==> src/rtl/univ_shift_pkg.sv <==
// Shared types for the universal shift register: operation codes, FSM states
// and a helper that tells multi-position shift ops apart from single-cycle ops.
package univ_shift_pkg;

    localparam int SHIFT_OP_W = 3;

    typedef enum logic [SHIFT_OP_W-1:0] {
        OP_HOLD = 3'd0,
        OP_SHR  = 3'd1,
        OP_SHL  = 3'd2,
        OP_LOAD = 3'd3,
        OP_ROTR = 3'd4,
        OP_ROTL = 3'd5,
        OP_ASR  = 3'd6,
        OP_CLR  = 3'd7
    } shift_op_e;

    typedef enum logic {
        S_IDLE = 1'b0,
        S_BUSY = 1'b1
    } shift_state_e;

    function automatic logic is_shift_op(input shift_op_e op);
        return (op == OP_SHR) || (op == OP_SHL) || (op == OP_ROTR) ||
               (op == OP_ROTL) || (op == OP_ASR);
    endfunction

endpackage

==> src/rtl/univ_shift_step.sv <==
// Combinational single-position shift/rotate step. Non-shift ops pass the
// data through unchanged with a zero out bit.
module univ_shift_step
    import univ_shift_pkg::*;
#(
    parameter int N = 8
) (
    input  shift_op_e      op,
    input  logic [N-1:0]   d,
    input  logic           sin,
    output logic [N-1:0]   d_nxt,
    output logic           out_bit
);

    always_comb begin
        d_nxt   = d;
        out_bit = 1'b0;
        case (op)
            OP_SHR: begin
                d_nxt   = {sin, d[N-1:1]};
                out_bit = d[0];
            end
            OP_SHL: begin
                d_nxt   = {d[N-2:0], sin};
                out_bit = d[N-1];
            end
            OP_ROTR: begin
                d_nxt   = {d[0], d[N-1:1]};
                out_bit = d[0];
            end
            OP_ROTL: begin
                d_nxt   = {d[N-2:0], d[N-1]};
                out_bit = d[N-1];
            end
            OP_ASR: begin
                d_nxt   = {d[N-1], d[N-1:1]};
                out_bit = d[0];
            end
            default: begin
                d_nxt   = d;
                out_bit = 1'b0;
            end
        endcase
    end

endmodule

==> src/rtl/univ_shift_seq.sv <==
// Command-driven universal shift register: executes multi-position shifts one
// position per clock, with a valid/ready command port and a done pulse.
module univ_shift_seq
    import univ_shift_pkg::*;
#(
    parameter int N     = 8,
    parameter int AMT_W = $clog2(N) + 1
) (
    input  logic                  clk,
    input  logic                  rst,
    input  logic                  cmd_valid,
    output logic                  cmd_ready,
    input  logic [SHIFT_OP_W-1:0] cmd_op,
    input  logic [AMT_W-1:0]      cmd_amt,
    input  logic [N-1:0]          din,
    input  logic                  sin,
    output logic [N-1:0]          dout,
    output logic                  sout,
    output logic                  busy,
    output logic                  done
);

    shift_state_e      state_q, state_d;
    logic [AMT_W-1:0]  cnt_q, cnt_d;
    shift_op_e         op_q, op_d;
    logic [N-1:0]      dout_q, dout_d;
    logic              sout_q, sout_d;
    logic              done_q, done_d;

    shift_op_e         cmd_op_e;
    shift_op_e         step_op;
    logic [N-1:0]      step_d;
    logic              step_out;
    logic              accept;

    assign cmd_op_e = shift_op_e'(cmd_op);
    assign accept   = cmd_valid && (state_q == S_IDLE);

    // The first shift happens on the accept edge, so the step sees the incoming op while idle.
    assign step_op  = (state_q == S_BUSY) ? op_q : cmd_op_e;

    univ_shift_step #(.N(N)) u_step (
        .op      (step_op),
        .d       (dout_q),
        .sin     (sin),
        .d_nxt   (step_d),
        .out_bit (step_out)
    );

    always_comb begin
        state_d = state_q;
        cnt_d   = cnt_q;
        op_d    = op_q;
        dout_d  = dout_q;
        sout_d  = sout_q;
        done_d  = 1'b0;
        case (state_q)
            S_IDLE: begin
                if (accept) begin
                    op_d = cmd_op_e;
                    if (is_shift_op(cmd_op_e) && (cmd_amt != '0)) begin
                        dout_d = step_d;
                        sout_d = step_out;
                        if (cmd_amt > AMT_W'(1)) begin
                            state_d = S_BUSY;
                            cnt_d   = cmd_amt - AMT_W'(1);
                        end else begin
                            done_d = 1'b1;
                        end
                    end else if (cmd_op_e == OP_LOAD) begin
                        dout_d = din;
                        done_d = 1'b1;
                    end else if (cmd_op_e == OP_CLR) begin
                        dout_d = '0;
                        done_d = 1'b1;
                    end else begin
                        done_d = 1'b1;
                    end
                end
            end
            S_BUSY: begin
                dout_d = step_d;
                sout_d = step_out;
                cnt_d  = cnt_q - AMT_W'(1);
                if (cnt_q == AMT_W'(1)) begin
                    state_d = S_IDLE;
                    done_d  = 1'b1;
                end
            end
            default: begin
                state_d = S_IDLE;
            end
        endcase
    end

    always_ff @(posedge clk) begin
        if (rst) begin
            state_q <= S_IDLE;
            cnt_q   <= '0;
            op_q    <= OP_HOLD;
            dout_q  <= '0;
            sout_q  <= 1'b0;
            done_q  <= 1'b0;
        end else begin
            state_q <= state_d;
            cnt_q   <= cnt_d;
            op_q    <= op_d;
            dout_q  <= dout_d;
            sout_q  <= sout_d;
            done_q  <= done_d;
        end
    end

    assign dout      = dout_q;
    assign sout      = sout_q;
    assign done      = done_q;
    assign cmd_ready = (state_q == S_IDLE);
    assign busy      = (state_q != S_IDLE);

endmodule

==> config.mk <==
export PLATFORM = sky130hd
export DESIGN_NAME = univ_shift_seq
export DESIGN_NICKNAME = d
export VERILOG_FILES = /design/src/rtl/univ_shift_pkg.sv /design/src/rtl/univ_shift_step.sv /design/src/rtl/univ_shift_seq.sv
export SDC_FILE = /design/constraint.sdc
export NUM_CORES = 1
export LEC_CHECK = 0
export CORE_UTILIZATION = 46
export DETAILED_ROUTE_END_ITERATION = 7
export PLACE_DENSITY = 0.76
export SLEW_MARGIN = 20
export SYNTH_ARGS = -nofsm -noshare
export SYNTH_HDL_FRONTEND = slang
export SYNTH_SLANG_ARGS = --single-unit
export TNS_END_PERCENT = 30
==> constraint.sdc <==
create_clock -name clk -period 1.6 [get_ports clk]
set_clock_uncertainty 0.05 [all_clocks]
set_input_delay 0.16 -clock clk [delete_from_list [all_inputs] [get_ports clk]]
set_output_delay 0.16 -clock clk [all_outputs]
set_load 0.1 [all_outputs]
# After elaboration in Yosys (flattened, before gate mapping)
# Cells that the tools add are included.
# totals
ff_bits,18
out_inout_bits,12
wordCells,65
# op_classes
addsub,2
order_cmp,1
n_eq_ne,17
n_mux,25
bitwise_logic,1
reduce_logical,13
# ops
operator,n
$pmux W8 S5,1
$mux W8,4
$eq A3 B3 Y1 const B,7
$pmux W8 S2,1
$mux W4,3
$mux W1,10
$eq A3 B2 Y1 const B,3
$pmux W1 S2,4
$pmux W4 S2,1
$sub A4 B1 Y4 const B,2
$eq A3 B1 Y1 const B,2
$ne A2 B1 Y1 const B,3
$reduce_and A2 Y1,3
$eq A4 B1 Y1 const B,1
$gt A4 B1 Y1 const B,1
$logic_or A1 B1 Y1,4
$ne A4 B1 Y1 const B,1
$reduce_bool A4 Y1,1
$mux W3,1
$reduce_and A3 Y1,1
$reduce_or A3 Y1,1
$logic_and A1 B1 Y1,2
$reduce_or A2 Y1,1
$not A1 Y1,1

# Logic depth before layout (Yosys ltp)
# logic_depth
ltp_word,9
depth_mapped,7

# Hierarchy
# A second synthesis with hierarchy kept.
# unflattened
cells_unflattened,176
area_unflattened_um2,1541.5
# by_module_without_submodules
module,instances,cells_each,area_each_um2
univ_shift_seq,1,112,1023.5
univ_shift_step,1,64,518.0

# Worst setup path after synthesis
# No wires, ideal clock.
# synth_timing
path_kind,register -> register
startpoint,"register state_q, in the netlist busy"
endpoint,"register dout_q[7], in the netlist dout[7]"
setup_time_ps,88
arrival_ps,2467
required_ps,1462
path_slack_ps,-1005
stages_incl_launch_ff,7
path_buffers,1
cell_sequence,dfxtp_1 -> buf_4 -> inv_1 -> o221ai_1 -> a31o_2 -> a2111oi_4 -> o31ai_1
# synth_rtl
element,line,text
from (decl),univ_shift_seq.sv:23,"shift_state_e state_q, state_d;"
from (signal assigned),univ_shift_seq.sv:105,state_q <= state_d;
$not A1 Y1 *,--,
named net cmd_ready,univ_shift_seq.sv:12,"output logic cmd_ready,"
$logic_and A1 B1 Y1,univ_shift_seq.sv:37,assign accept = cmd_valid && (state_q == S_IDLE);
$ne A2 B1 Y1 (no source line),--,
$reduce_and A2 Y1 (no source line),--,
to (signal assigned),univ_shift_seq.sv:108,dout_q <= dout_d;
to (decl),univ_shift_seq.sv:26,"logic [N-1:0] dout_q, dout_d;"
# Mark *: on every way through the listed nets, which the timed path passes. The rest lies on a longest branch. The select of a mux whose other input is x is not followed.
# A chain may end at the register's enable or synchronous reset.

# Worst setup path after layout
# layout_timing
startpoint,register op_q[2]
endpoint,"register dout_q[6], in the netlist dout[6]"
# layout_via
elab_chain_len,6
# layout_lines
element,line,text
from (decl),univ_shift_seq.sv:25,"shift_op_e op_q, op_d;"
from (signal assigned),univ_shift_seq.sv:107,op_q <= op_d;
$mux W3 *,univ_shift_seq.sv:40,assign step_op = (state_q == S_BUSY) ? op_q : cmd_op_e;
$eq A3 B3 Y1 (tied with other cells),univ_shift_step.sv:18,case (op)
$pmux W8 S5 *,univ_shift_step.sv:18,
$mux W8,univ_shift_seq.sv:61,if (is_shift_op(cmd_op_e) && (cmd_amt != '0)) begin
$mux W8,univ_shift_seq.sv:59,if (accept) begin
$pmux W8 S2 *,univ_shift_seq.sv:57,case (state_q)
# Every way passes the cells marked *; elsewhere a longest branch is shown, timed or not. The select of a mux whose other input is x is not followed.

==> Flow_metrics.wiki <==
{| class="wikitable"
! Metric !! Value
|-
| Detailed router's first-iteration violation count || 134
|-
| List of most frequent post-synthesis cells || sky130_fd_sc_hd__dfxtp_1 (18), sky130_fd_sc_hd__a21oi_1 (17), sky130_fd_sc_hd__mux2i_1 (13), sky130_fd_sc_hd__nor2_1 (13)
|-
| Setup repair after global routing missed its margin || yes
|-
| Switching power summed over all nets || 0.852 mW
|-
| Post-synthesis register bit count || 18
|-
| Biggest area consumer among synthesized cells || sky130_fd_sc_hd__dfxtp_1
|-
| Met2 demand-to-capacity share in global routing || 0.519
|-
| Cell with the most instances after synthesis || sky130_fd_sc_hd__dfxtp_1
|-
| Crit path buf inv count || 1
|-
| Clock transition at path regs || 0.13 ns
|-
| Worst slew slack as a fraction of its limit || 0.699
|-
| M1 GR Usage || 0.385
|-
| Data arrival time at the worst-slack endpoint || 2.06 ns
|-
| GR Overflow Total || 0
|-
| Critical Path Sink || dout[6]
|-
| Largest net degree at the start of global routing || 14
|-
| Most used routing layer in global routing || met2
|-
| Status || finished with violations
|-
| Internal portion of total power || 1.11 mW
|-
| Critical path class || register to register
|-
| Global-route usage over all layers || 0.310
|-
| Worst flop-to-flop path endpoint || dout[6]
|-
| TritonCTS Sinks || 18
|-
| Total power density per cell area || 799 mW/mm^2
|-
| Initial cell density of the core || 0.483
|-
| Number of placed cells counting well taps || 278
|-
| Primary FF master, synth || sky130_fd_sc_hd__dfxtp_1
|-
| Part of the power in registers || 0.292
|-
| Largest vdd supply drop || 530 uV
|-
| Area share of the largest cell type after synthesis || 0.246
|-
| CTS H-Tree Depth || 1
|-
| Port buffer count || 30
|-
| Final Max Slew Viols || 0
|-
| Final Hold Vio Count || 0
|-
| Share of total power in the clock network || 0.162
|-
| Area used by multi-input combinational logic || 0.00113 mm^2
|-
| Share of flip-flops with an asynchronous set or reset after synthesis || 0
|-
| Kind of cell adding the most delay to the critical path || simple AND/OR/NAND/NOR gates
|-
| Highest Clock Rate || 0.531 GHz
|-
| Number of cells produced by synthesis || 178
|-
| CTS tree || done
|-
| Synth Area per Inst || 8.22 um^2
|-
| Cell depth of the worst min-delay path || 4
|-
| Minimum clock period after layout || 1.88 ns
|-
| Routed wire per std cell || 19.5 um
|-
| Die Y-Extent || 58.4 um
|-
| Latest clock arrival within the worst-skew pair || 0.32 ns
|-
| Sequential-to-total area share from yosys stat || 0.246
|-
| Met3 Track Usage GR || 0.0505
|-
| Net count, final || 271
|-
| Total number of yosys warnings || 0
|-
| Routed via count divided by cell count || 6.13
|-
| Number of diodes added for antenna fixing || 0
|-
| Weighted congestion reported at the end of routability-driven placement || 0.848
|-
| Synthesized net count || 202
|-
| Root buffer cell || sky130_fd_sc_hd__clkbuf_4
|-
| Post-route non-filler standard cell count || 290
|-
| Fillers || 182
|-
| Number of antenna violations at the first check in global routing || 0
|-
| Launching point of the worst reg2reg path || op_q[2]
|-
| Total standard cell area after synthesis || 0.00146 mm^2
|-
| Slowest cell on crit path || sky130_fd_sc_hd__or4_4
|-
| Crit. End Element || register
|-
| Setup slack of the worst register-to-register path || -0.28 ns
|-
| Violations in the final reports || negative setup slack
|-
| Die Outline Area || 0.00341 mm^2
|-
| PnR worst setup slack || -0.284 ns
|-
| Final-layout worst hold slack || 0.292 ns
|-
| Combinational share of power || 0.546
|-
| Vias || 1777
|-
| Net switching share of the total power || 0.434
|-
| Actual transition at the worst max-transition pin || 0.451 ns
|-
| Total stage count of the critical path || 6
|-
| Total wire length after detailed routing || 5640 um
|-
| Remaining DRCs || 0
|-
| Worst Setup Start Kind || register
|-
| Placement Rows || 20
|-
| CTS max path bufs || 2
|-
| Sequential cell area || 365 um^2
|-
| Floorplan die width || 58.4 um
|-
| Largest stage delay, worst path || 0.63 ns
|-
| Launching element of the worst setup path || op_q[2]
|-
| Standard cell core area || 0.00303 mm^2
|-
| Tightest Hold Check Type || primary input to register
|-
| Final-layout setup total negative slack || -2.04 ns
|-
| Max Cap Violations || 0
|-
| Cell depth of the worst flop-to-flop path || 6
|-
| First-pass GRT wire length || 8140 um
|-
| Share of final-layout standard cells stronger than drive strength 1 || 0.407
|-
| Post-detail-place hpwl || 3330 um
|-
| Final setup violation count || 10
|-
| Number of enable flip-flop cells after synthesis || 0
|-
| Leakage power total || 1.01 nW
|-
| ANT nets after route || 0
|-
| Number of primary I/O pins || 31
|-
| Cell types with the largest area share after synthesis || sky130_fd_sc_hd__dfxtp_1 (25%), sky130_fd_sc_hd__mux2i_1 (8.9%), sky130_fd_sc_hd__a21oi_1 (5.8%)
|-
| First-pass DRT Iterations || 5
|-
| Worst path cell trace || buf_4, nor4bb_1, or4_4, a21o_1, a211oi_2, o31ai_1
|-
| Final critical-path share of the clock period || 1.18
|-
| Number of buffers created by CTS || 3
|-
| Vias in the first global route || 1721
|-
| Area overhead of the layout relative to synthesis || 67.8%
|-
| Library cells used by synthesis || 48
|-
| Crit path required time || 1.78 ns
|-
| Critical-path maximum fanout || 8
|}
metrics by stage:
| stage | cell area (um^2) | utilization | power, mW | setup slack (ns) |
|---|---|---|---|---|
| after global placement | 2180 | 0.720 | 1.47 | -0.615 |
| after detailed placement | 2180 | 0.720 | 1.50 | -0.682 |
| after floorplan | 1500 | - | 1.14 | -0.499 |
| after global routing | 2450 | 0.811 | 2.03 | -0.344 |
| final | 2450 | 0.811 | 1.96 | -0.284 |
| after CTS | 2350 | 0.777 | 1.87 | -0.240 |
kinds of logic (layout without fill, tap and decap cells):
kind of cell	after synthesis	in the layout	share of synthesized area
buf+inv	24	92	0.0813
xor+xnor	1	1	0.00599
compound gates	66	66	0.341
fa+ha+maj	5	5	0.0428
flops	18	18	0.246
mux	13	13	0.0890
simple gates	51	51	0.193
per-layer routing:
layer  part of all wire  up-vias
met5                  0        -
met4              0.051        0
met3              0.072       31
met2               0.50      104
met1               0.37      829
li1                   -      813
worst min-delay path by stage:
stage | start | end | slack, ns
final | cmd_op[0] | op_q[0] | 0.29
after detailed placement | cnt_q[3] | cnt_q[3] | 0.44
after floorplan | cmd_amt[0] | cnt_q[0] | 0.32
after CTS | cmd_amt[0] | cnt_q[0] | 0.35
after global placement | cnt_q[3] | cnt_q[3] | 0.42
after global routing | cmd_op[0] | op_q[0] | 0.31
tightest hold or removal path: cells and delay by family:
family	cells	cell delay, ns
muxes	1	0.08
and+or+nand+nor	1	0.07
buffers and inverters	2	0.31
flip-flops by register name (all words and copies together) (netlist names):
register	count
busy	1
cnt_q	4
done	1
dout	8
op_q	3
sout	1
power groups by stage:
stage / Sequential (mW) / Clock (mW) / Combinational [mW]
floorplan: 0.765 / 0 / 0.372
global placement: 0.572 / 0 / 0.899
detailed placement: 0.575 / 0 / 0.924
CTS: 0.565 / 0.308 / 0.998
global route: 0.579 / 0.333 / 1.12
finish: 0.572 / 0.319 / 1.07
cells in the final DEF (no fill, tap or decap), drive strengths merged, types with 5 or more instances in the layout:
cell | netlist | routed
a21oi | 17 | 17
o21ai | 12 | 12
a221oi | 5 | 5
nor2 | 13 | 13
ha | 5 | 5
dfxtp | 18 | 18
buf | 8 | 59
clkdlybuf4s50 | 0 | 13
a21o | 5 | 5
nand2 | 10 | 10
inv | 11 | 10
mux2i | 13 | 13
nor3 | 6 | 6
cell type report:
cell class,instances,share of cell area
Multi-Input combinational cell,136,0.462
Timing Repair Buffer,77,0.333
Sequential cell,18,0.149
Tap cell,44,0.0224
Inverter,11,0.0183
Clock buffer,4,0.0148
repair_timing:
item / CTS / global route
endpoints found under the setup margin: 16 / 15
gates cloned: 0 / 1
hold endpoints to repair: 0 / 0
pin swaps: 11 / 7
resized for setup: 25 / 26
buffers inserted: 8 / 0
hold buffers: 0 / 0
Note: power is estimated with default switching activity, not from simulation.
